--- config.mk ---
export PLATFORM = sky130hd
export DESIGN_NAME = prog_loader
export DESIGN_NICKNAME = d
export VERILOG_FILES = /design/src/rtl/prog_loader.sv
export SDC_FILE = /design/constraint.sdc
export NUM_CORES = 1
export LEC_CHECK = 0
export BUFFER_PORTS_ARGS = -buffer_cell sky130_fd_sc_hd__buf_2
export CORE_MARGIN = 2
export CORE_UTILIZATION = 35
export DETAILED_ROUTE_END_ITERATION = 7
export GPL_TIMING_DRIVEN = 0
export SYNTH_ARGS = -nofsm -noshare
export SYNTH_HDL_FRONTEND = slang
export SYNTH_SLANG_ARGS = --single-unit
--- constraint.sdc ---
create_clock -name clk -period 6.7 [get_ports clk]
set_clock_uncertainty 0.15 [all_clocks]
set_input_delay 0.67 -clock clk [delete_from_list [all_inputs] [get_ports clk]]
set_output_delay 0.67 -clock clk [all_outputs]
set_load 0.01 [all_outputs]
--- src/rtl/prog_loader.sv ---
// ---------------------------------------------------------------------------
// prog_loader
// Boot loader for the RISC_SPM memory. Holds the CPU in reset, optionally
// zero-fills the whole SRAM, then streams program words from a valid/ready
// port into consecutive SRAM addresses starting at BASE_ADDR. Once the final
// word has been written the CPU is released.
//
// Optional feature macro: LOADER_CLEAR_EN
//   defined   : a start first walks every SRAM address writing zero (CLEAR),
//               then moves on to LOAD.
//   undefined : start goes straight to LOAD; untouched words keep contents.
//
// Every output is a register. A word accepted in cycle N appears on the SRAM
// write port in cycle N+1. The FLUSH state exists so that the last write of
// an image (or of an overflowing image) is issued while the loader is still
// busy, and done/err only rise once the write port has gone quiet.
// ---------------------------------------------------------------------------
module prog_loader #(
   parameter int WORD_SIZE = 8,
   parameter int ADDR_SIZE = 8,
   parameter int BASE_ADDR = 0
) (
   input  logic                 clk,
   input  logic                 rst,
   input  logic                 start,
   input  logic                 in_valid,
   input  logic [WORD_SIZE-1:0] in_data,
   input  logic                 in_last,
   output logic                 in_ready,
   output logic                 mem_we,
   output logic [ADDR_SIZE-1:0] mem_addr,
   output logic [WORD_SIZE-1:0] mem_wdata,
   output logic                 cpu_hold,
   output logic                 done,
   output logic                 err,
   output logic [ADDR_SIZE:0]   word_count
);

   // Extended-width constants so address arithmetic never silently wraps.
   localparam logic [ADDR_SIZE:0] BASE_EXT = (ADDR_SIZE+1)'(BASE_ADDR);
   localparam logic [ADDR_SIZE:0] TOP_EXT  = {1'b0, {ADDR_SIZE{1'b1}}};
   localparam logic [ADDR_SIZE-1:0] TOP_ADDR = {ADDR_SIZE{1'b1}};

   typedef enum logic [2:0] {
      IDLE  = 3'd0,
      CLEAR = 3'd1,
      LOAD  = 3'd2,
      FLUSH = 3'd3,
      DONE  = 3'd4,
      ERROR = 3'd5
   } state_t;

   state_t                 state;
   logic                   finish_ok;
   logic [ADDR_SIZE:0]     accept_addr;
   logic                   accept;

   // Address the currently offered word would land at, one bit wider than
   // the SRAM so the top-of-memory test is exact.
   always_comb begin
      accept_addr = BASE_EXT + word_count;
      accept      = in_valid & in_ready;
   end

   // Loader sequencer: state, SRAM write port, handshake and status flags.
   always_ff @(posedge clk or posedge rst) begin
      if (rst) begin
         state      <= IDLE;
         finish_ok  <= 1'b0;
         in_ready   <= 1'b0;
         mem_we     <= 1'b0;
         mem_addr   <= '0;
         mem_wdata  <= '0;
         cpu_hold   <= 1'b1;
         done       <= 1'b0;
         err        <= 1'b0;
         word_count <= '0;
      end else begin
         case (state)
            IDLE, DONE, ERROR: begin
               mem_we <= 1'b0;
               if (start) begin
                  word_count <= '0;
                  done       <= 1'b0;
                  err        <= 1'b0;
                  cpu_hold   <= 1'b1;
                  finish_ok  <= 1'b0;
`ifdef LOADER_CLEAR_EN
                  state      <= CLEAR;
                  in_ready   <= 1'b0;
                  mem_we     <= 1'b1;
                  mem_addr   <= '0;
                  mem_wdata  <= '0;
`else
                  state      <= LOAD;
                  in_ready   <= 1'b1;
`endif
               end
            end

            CLEAR: begin
               if (mem_addr == TOP_ADDR) begin
                  mem_we   <= 1'b0;
                  in_ready <= 1'b1;
                  state    <= LOAD;
               end else begin
                  mem_we   <= 1'b1;
                  mem_addr <= mem_addr + 1'b1;
               end
            end

            LOAD: begin
               mem_we <= 1'b0;
               if (accept) begin
                  mem_we     <= 1'b1;
                  mem_addr   <= accept_addr[ADDR_SIZE-1:0];
                  mem_wdata  <= in_data;
                  word_count <= word_count + 1'b1;
                  if (in_last) begin
                     state     <= FLUSH;
                     in_ready  <= 1'b0;
                     finish_ok <= 1'b1;
                  end else if (accept_addr == TOP_EXT) begin
                     state     <= FLUSH;
                     in_ready  <= 1'b0;
                     finish_ok <= 1'b0;
                  end
               end
            end

            FLUSH: begin
               mem_we <= 1'b0;
               if (finish_ok) begin
                  state    <= DONE;
                  done     <= 1'b1;
                  cpu_hold <= 1'b0;
               end else begin
                  state    <= ERROR;
                  err      <= 1'b1;
               end
            end

            default: begin
               state    <= IDLE;
               mem_we   <= 1'b0;
               in_ready <= 1'b0;
               cpu_hold <= 1'b1;
               done     <= 1'b0;
               err      <= 1'b0;
            end
         endcase
      end
   end

endmodule

==> results of run 1 <==
through the flow:
step	setup WS (ps)	hold slack [ps]	area, sq um
global placement	4230	306	2090
floorplan	4330	364	1790
global route	4020	355	2180
CTS	4210	325	2180
finish	4220	320	2180
detailed placement	4250	307	2090
sequential cells by signal, summed over array words and instances (netlist names):
| signal | cells |
|---|---|
| mem_wdata | 8 |
| in_ready | 1 |
| state | 3 |
| done | 1 |
| cpu_hold | 1 |
| err | 1 |
| finish_ok | 1 |
| mem_addr | 8 |
| word_count | 9 |
| mem_we | 1 |
how the worst max path moves through the flow:
stage / cells after the start / from / endpoint
floorplan: 9 / word_count[0]$_DFFE_PP0P_ / in_ready$_DFFE_PP0P_
global placement: 9 / word_count[0]$_DFFE_PP0P_ / in_ready$_DFFE_PP0P_
detailed placement: 9 / word_count[0]$_DFFE_PP0P_ / in_ready$_DFFE_PP0P_
CTS: 9 / word_count[0]$_DFFE_PP0P_ / in_ready$_DFFE_PP0P_
global route: 9 / word_count[0]$_DFFE_PP0P_ / in_ready$_DFFE_PP0P_
finish: 9 / word_count[0]$_DFFE_PP0P_ / in_ready$_DFFE_PP0P_
cells in the final DEF, fill, tap and decap left out, types with 4 or more instances in the layout:
cell / netlist / routed
dfrtp_1: 33 / 33
nand3_1: 6 / 6
buf_2: 2 / 44
o21ai_0: 15 / 15
a21oi_1: 16 / 16
and3_1: 4 / 4
clkbuf_1: 7 / 8
nand2_1: 38 / 38
o22a_1: 4 / 4
nand2b_1: 4 / 4
nor2_1: 12 / 12
clkbuf_8: 0 / 6
logic make-up (layout without fill, tap and decap cells):
kind of cell	Yosys count	in the layout	synth area share
AOI/OAI and AO/OA	59	59	0.224
adders and majority gates	3	3	0.0210
buffers and inverters	17	67	0.0461
DFF	34	34	0.476
muxes	1	1	0.00559
and+or+nand+nor	82	82	0.228
cell usage after synthesis, types with 3 or more instances:
master / count / area, sq um
nand2b_1: 4 / 25.0
nand2_1: 38 / 143
a31oi_1: 3 / 18.8
o21ai_0: 15 / 75.1
nor2_1: 12 / 45.0
nand3_1: 6 / 30.0
dfrtp_1: 33 / 826
clkbuf_1: 7 / 26.3
or3_1: 3 / 18.8
and3_1: 4 / 25.0
a41oi_1: 3 / 26.3
a21oi_1: 16 / 80.1
ha_1: 3 / 37.5
and2_1: 3 / 18.8
inv_1: 4 / 15.0
o22a_1: 4 / 35.0
power by group:
part / internal (mW) / switching, mW / leakage [nW] / total (mW)
combinational: 0.202 / 0.262 / 0.592 / 0.465
clock: 0.0829 / 0.0747 / 0.0482 / 0.158
sequential: 0.281 / 0.0638 / 0.434 / 0.345
critical path: stages, from the launching register on:
cell      delay (ps)
dfrtp_1          420
ha_1             250
and3_1           210
and3_1           190
and3_1           190
ha_1             210
o21ai_0          160
a21oi_1           80
or3b_2           440
o221ai_1          90
layout make-up:
type                            count  area (sq um)  area share
Inverter                            5          20.0     0.00918
Tap cell                           70          87.6      0.0402
Timing Repair Buffer               42           210      0.0964
Clock inverter                      1          5.00     0.00230
Sequential cell                    34           852       0.391
Clock buffer                        7          86.3      0.0396
Multi-Input combinational cell    145           856       0.393
Buffer                             12          62.6      0.0287
routing by layer:
metal	global-route usage	vias to the layer above
met1	0.224	727
met4	0.0526	0
li1	-	798
met3	0.0423	6
met5	0	-
met2	0.234	45
==> results.toml, run 1 <==
[outcome]
outcome = "complete, no violations"

[clock_tree]
cts_root_buffer = "clkbuf_8"
clockBufferDepth = 2
tritoncts = "yes"
insertion_delay_ps = 290
numCtsBuffers = 5
htreeDepth = 2
post-cts-setup-buffers = 0
ctsHoldBuffers = 0
cts_resized = 0
clock_sinks = 34
cts.clk_slew.worst_paths_ps = 80

[critical_path]
cp.required_ps = 6750
r2r_end = "in_ready$_DFFE_PP0P_"
start_kind = "flip-flop"
ff2ff_setup_slack_ps = 4220
endpoint_kind = "flip-flop"
r2r_cells = 9
reg2reg_from = "word_count[0]$_DFFE_PP0P_"
cp.arrival_ps = 2540
path_max_fanout = 5
crit_type = "flip-flop to flip-flop"

[routing]
vias = 1576
ant_nets = 0
wire_per_inst_microns = 13.2
first_iter_violations = 99
first_pass_iters = 4
maxUsedRoutingLayer = "met4"
wirelength_met1_mm = 2.00
viasPerCell = 4.99
routed_wl_mm = 4.18
wl_met3_microns = 212
dr_wl_met2_mm = 1.90
drc = 0

[timing]
finalSetupViolCount = 0
maxSlewHeadroom = 0.516
finalMaxSlewViolations = 0
worst_slew_pin_slew_ps = 725
fin_crit_ps = 2480
fmax_ghz = 0.403
hold_violations = 0
fin_setup_tns_ps = 0
rsz0062_at_grt = "false"
fin_crit_sh = 0.371

[cells_and_area]
antennaDiodeCount = 0
final_core_util = 0.435
fin_nets = 261
fillCellCount = 523
drive_above_1_share = 0.256
instances_no_fill = 316
syn2layout_area_growth_pct = 21.7

[floorplanning]
rows = 26
initial_core_util = 0.357
core_area_sq_um = 5010
die_w_microns = 75.5
die_h_microns = 75.5
die_area_sq_um = 5700
ios = 43

[pwr]
p_total_uw = 967
p_leak_nw = 1.07
powerDensity_nw_per_um2 = 444
irDropWorstVdd_v = 0.000128

[global_routing]
grt_pass1_vias = 1354
grt_pass1_wl_mm = 6.76
overflow = 0
grt_max_degree = 35
grt_usage = 0.158
antenna_found_initial = 0

[hold_path]
hold_end = "mem_wdata[1]$_DFFE_PP0P_"
hold_class = "flip-flop to flip-flop"
hold_start = "mem_wdata[1]$_DFFE_PP0P_"
hold_path_depth = 2

[synthesis]
yosysSeqAreaShare = 0.476
synthesis.nets = 212
syn_inst = 196
ys_types = 48
synth_area_per_cell_sq_um = 9.14
synth_edf_count = 0
ys_seq_elements = 34
yosys_warnings = 0
synth_area_sq_um = 1790
synthFlopType = "dfrtp_1"
async_flop_share = 1.00

[job]
maxCapViolations = 0

[placement]
portBuffers = 42
dp.cells = 308
gp_congestion = 0.783
dpl.hpwl_mm = 2.89
Note: power is estimated with default switching activity, not from simulation.
==> inputs of run 2 (changes only) <==
clock period = 2.6 ns   (was 6.7 ns; I/O delays follow)
==> run 2 against run 1 <==
  * Power rose to 2.6 times the previous value
  * Non-clock buffer count is 3 higher
  * Worst hold slack worse by 310 ps
  * Die area stayed put
  * Setup slack worse by 4100 ps
  * Sequential power grew to 2.6 times the previous value
  * Wire length up 1.2%
  * Clock power increased to 2.6 times the previous value
  * Critical path type unchanged
==> results.toml, run 2 (same netlist as run 1, synthesis figures left out) <==
[outcome]
outcome = "complete, no violations"

[floorplanning]
rows = 26
die_h_microns = 75.5
core_area_sq_um = 5010
die_area_sq_um = 5700
ios = 43
initial_core_util = 0.357
die_w_microns = 75.5

[critical_path]
cp.required_ps = 2650
start_kind = "flip-flop"
crit_type = "flip-flop to flip-flop"
path_max_fanout = 4
endpoint_kind = "flip-flop"
cp.arrival_ps = 2490

[clock_tree]
cts_root_buffer = "clkbuf_8"
htreeDepth = 2
clockBufferDepth = 2
tritoncts = "yes"
insertion_delay_ps = 290
clock_sinks = 34
cts.clk_slew.worst_paths_ps = 80
numCtsBuffers = 5

[pwr]
internal-power_mw = 1.47
clkPwrFrac = 0.162
irDropWorstVdd_v = 0.000331
swShare = 0.414
combinationalPowerShare = 0.484
p_leak_nw = 1.09
seq_power_share = 0.354
power_switching_mw = 1.04
powerDensity_nw_per_um2 = 1140

[job]
maxCapViolations = 0

[cells_and_area]
largest_reg_flops = 9
fin_nets = 264
register_area_sq_um = 852
final_common_cell = "buf_2"
drive_above_1_share = 0.261
multi_input_area_sq_um = 856
design_area_sq_um = 2200
largestRegisters = "word_count: 9 flops, mem_addr: 8 flops, mem_wdata: 8 flops"
regMostFlops = "word_count"
final_cell_mix = "44 x buf_2, 38 x nand2_1, 33 x dfrtp_1"
syn2layout_area_growth_pct = 23.1
antennaDiodeCount = 0
fillCellCount = 523

[routing]
viasPerCell = 4.98
ant_nets = 0
routed_wl_mm = 4.24
first_pass_iters = 5
first_iter_violations = 96
wire_per_inst_microns = 13.3
vias = 1590
drc = 0

[placement]
dpl.hpwl_mm = 2.89
place_area_sq_um = 2090
gp_congestion = 0.783
portBuffers = 42

[global_routing]
grt_max_degree = 35
overflow = 0
use_met2 = 0.234
grt-busiest-layer = "met2"
grt_pass1_wl_mm = 6.76
use_met1 = 0.224
grt_pass1_vias = 1354
antenna_found_initial = 0
grt_usage = 0.158
grt_use_met3 = 0.0423

[timing]
hold_violations = 0
finalSetupViolCount = 0
fin_crit_ps = 2430
finalMaxSlewViolations = 0
worst_slew_pin_slew_ps = 717
fin_crit_sh = 0.936
fin_setup_tns_ps = 0
fmax_ghz = 0.411
timing.hold.ws_ps = 10.2
rsz0062_at_grt = "false"
maxSlewHeadroom = 0.521

[hold_path]
hold_class = "input pin to flip-flop"
-- run 2: power by group through the flow --
stage	registers, mW	logic, mW	clock network, mW
after floorplan	0.953	0.779	0
after global placement	0.896	1.20	0
after detailed placement	0.894	1.20	0
after CTS	0.889	1.21	0.418
after global routing	0.920	1.36	0.440
final	0.888	1.21	0.405
-- run 2: path summary, 6_finish.rpt --
path | startpoint | end | slack [ps] | depth (start not counted)
setup / recovery | word_count[0]$_DFFE_PP0P_ | in_ready$_DFFE_PP0P_ | 170 | 9
hold / removal | in_data[4] | mem_wdata[4]$_DFFE_PP0P_ | 10 | 3
setup reg to reg | word_count[0]$_DFFE_PP0P_ | in_ready$_DFFE_PP0P_ | 170 | 9
hold reg to reg | mem_wdata[1]$_DFFE_PP0P_ | mem_wdata[1]$_DFFE_PP0P_ | 320 | 2
max in group asynchronous | rst | mem_addr[4]$_DFFE_PP0P_ | 1330 | 3
min in group asynchronous | rst | done$_DFFE_PP0P_ | 490 | 3
-- run 2: layer usage --
layer / up-vias / part of all wire
li1: 804 / -
met1: 740 / 0.48
met2: 44 / 0.47
met3: 2 / 0.048
met4: 0 / 0.0061
met5: - / 0
-- run 2: worst max-delay path: stages, from the launching register on --
cell and delay (ps):
dfrtp_1 410, ha_1 250, and3_1 210, and3_1 190, and3_1 190, ha_1 210, o21ai_1 130, a21oi_1 70
or3b_2 440, o221ai_1 90
-- run 2: repair_timing --
| action | 4_1_cts | 5_1_grt |
|---|---|---|
| hold buffers | 0 | 1 |
| setup endpoints to repair | 0 | 1 |
| endpoints found under the hold margin | 0 | 6 |
| gates resized for setup | 0 | 1 |
| buffers inserted | 0 | 2 |
-- run 2: area by class of cell --
class / count / area share
Timing Repair Buffer: 45 / 0.107
Sequential cell: 34 / 0.386
Tap cell: 70 / 0.0397
Multi-Input combinational cell: 145 / 0.388
Clock inverter: 1 / 0.00227
Clock buffer: 7 / 0.0392
Buffer: 12 / 0.0284
Inverter: 5 / 0.00908
-- run 2: metrics by stage --
stage,setup slack (ps),std cells,utilization,power [mW]
global placement,133,308,0.417,2.10
floorplan,228,196,-,1.73
finish,165,319,0.440,2.51
CTS,114,316,0.435,2.52
global route,7.39,319,0.440,2.72
detailed placement,147,308,0.417,2.10
==> inputs of run 3 (changes only) <==
REMOVE_ABC_BUFFERS = 1   (was not set)
==> run 3 against run 2 <==
  * Clock power increased by 3%
  * Sequential power rose by 6.6%
  * Largest power group unchanged
  * First-iteration DRC count shrank 1.0%
  * Combinational power shrank 11%
  * Design area grew 1.1%
==> results.toml, run 3 (same netlist as run 1, synthesis figures left out) <==
[critical_path]
r2r_cells = 9
critPathMostFrequentCell = "and3_1"
path_cells = "ha_2, and3_1, and3_1, and3_1, ha_1, o21ai_0, a21oi_1, or3b_2, o221ai_1"
crit_type = "flip-flop to flip-flop"
critPathSlowestCell = "or3b_2"
start_kind = "flip-flop"
crit_path_max_incr_delay_ps = 450
endpoint_kind = "flip-flop"
cp.arrival_ps = 2500
path_max_fanout = 5
cp.required_ps = 2650

[clock_tree]
cts.clk_slew.worst_paths_ps = 70
cts_root_buffer = "clkbuf_8"
clock_sinks = 34
htreeDepth = 2
insertion_delay_ps = 290
numCtsBuffers = 5
tritoncts = "yes"
clockBufferDepth = 2

[cells_and_area]
syn2layout_area_growth_pct = 24.5
fillCellCount = 520
largest_reg_flops = 9
drive_above_1_share = 0.259
antennaDiodeCount = 0
fin_nets = 258
largestRegisters = "word_count: 9 flops, mem_addr: 8 flops, mem_wdata: 8 flops"
regMostFlops = "word_count"
final_cell_mix = "42 x buf_2, 37 x nand2_1, 33 x dfrtp_1"
final_common_cell = "buf_2"

[global_routing]
grt_max_degree = 23
grt_pass1_vias = 1442
overflow = 0
grt_pass1_wl_mm = 6.78
antenna_found_initial = 0
grt_usage = 0.159

[floorplanning]
rows = 26
die_w_microns = 75.5
die_h_microns = 75.5
core_area_sq_um = 5010
die_area_sq_um = 5700
initial_core_util = 0.357
ios = 43

[pwr]
powerDensity_nw_per_um2 = 1100
p_leak_nw = 1.09
irDropWorstVdd_v = 0.000495

[routing]
first_iter_violations = 95
viasPerCell = 5.07
routed_wl_mm = 4.14
wire_per_inst_microns = 13.2
ant_nets = 0
first_pass_iters = 4
drc = 0
vias = 1587

[timing]
maxSlewHeadroom = 0.619
hold_violations = 0
rsz0062_at_grt = "false"
finalMaxSlewViolations = 0
fmax_ghz = 0.409
fin_crit_sh = 0.941
fin_setup_tns_ps = 0
fin_crit_ps = 2450
worst_slew_pin_slew_ps = 571
finalSetupViolCount = 0
worst_slack_ps = 154

[job]
maxCapViolations = 0

[placement]
place_worst_setup_slack_ps = 78.8
portBuffers = 42
gp_congestion = 0.766
dpl.hpwl_mm = 2.85

[hold_path]
hold_path_depth = 3
hold_class = "input pin to flip-flop"

[outcome]
outcome = "complete, no violations"
-- run 3: cell types whose count changed in the layout (fill, tap and decap cells not counted), sizes merged --
cell	previous run	this run
clkbuf	14	6
clkinvlp	0	1
buf	49	45
dlygate4sd3	1	6
-- run 3: area by class of cell --
class / count / area [sq um] / area share
Clock buffer: 6 / 82.6 / 0.0371
Multi-Input combinational cell: 145 / 861 / 0.386
Sequential cell: 34 / 852 / 0.382
Clock inverter: 2 / 12.5 / 0.00561
Tap cell: 70 / 87.6 / 0.0393
Inverter: 5 / 20.0 / 0.00898
Timing Repair Buffer: 51 / 313 / 0.140
-- run 3: worst paths after layout --
kind,slack (ps),endpoint,start
max in group asynchronous,1380,mem_addr[5]$_DFFE_PP0P_,rst
setup reg to reg,150,in_ready$_DFFE_PP0P_,word_count[0]$_DFFE_PP0P_
hold / removal,10,mem_wdata[1]$_DFFE_PP0P_,in_data[1]
hold reg to reg,330,mem_wdata[3]$_DFFE_PP0P_,mem_wdata[3]$_DFFE_PP0P_
setup / recovery,150,in_ready$_DFFE_PP0P_,word_count[0]$_DFFE_PP0P_
min in group asynchronous,420,err$_DFFE_PP0P_,rst
-- run 3: where the power goes --
part	total (mW)	switching (mW)	internal (mW)
Sequential	0.947	0.223	0.723
Clock	0.416	0.203	0.213
Combinational	1.08	0.598	0.484
Total	2.44	1.02	1.42
-- run 3: critical path: cells and delay by family (launching register included) --
family	cells	cell delay [ps]
AND/OR/NAND/NOR	4	1030
adder cells (fa/ha/maj)	2	430
flip-flops	1	420
AO/OA/AOI/OAI	3	320
-- run 3: layer usage --
layer	track usage	wire length [microns]
met5	0	0
met1	0.208	1980
met2	0.250	1880
met4	0.0585	50
met3	0.0503	225
-- run 3: stage by stage --
stage	instance area [sq um]	instances	power, mW	util	hold WS [ps]
after floorplan	1730	184	1.66	-	215
after global routing	2230	313	2.65	0.445	22.6
final	2230	313	2.44	0.445	9.69
after detailed placement	2050	297	2.02	0.410	201
after global placement	2030	296	2.00	0.404	298
after CTS	2210	311	2.45	0.441	2.12
-- run 3: what timing repair did --
item,in CTS,in global routing
gates resized for setup,0,2
setup endpoints to repair,0,9
endpoints found under the hold margin,16,0
hold buffers,6,0
buffers inserted,0,2
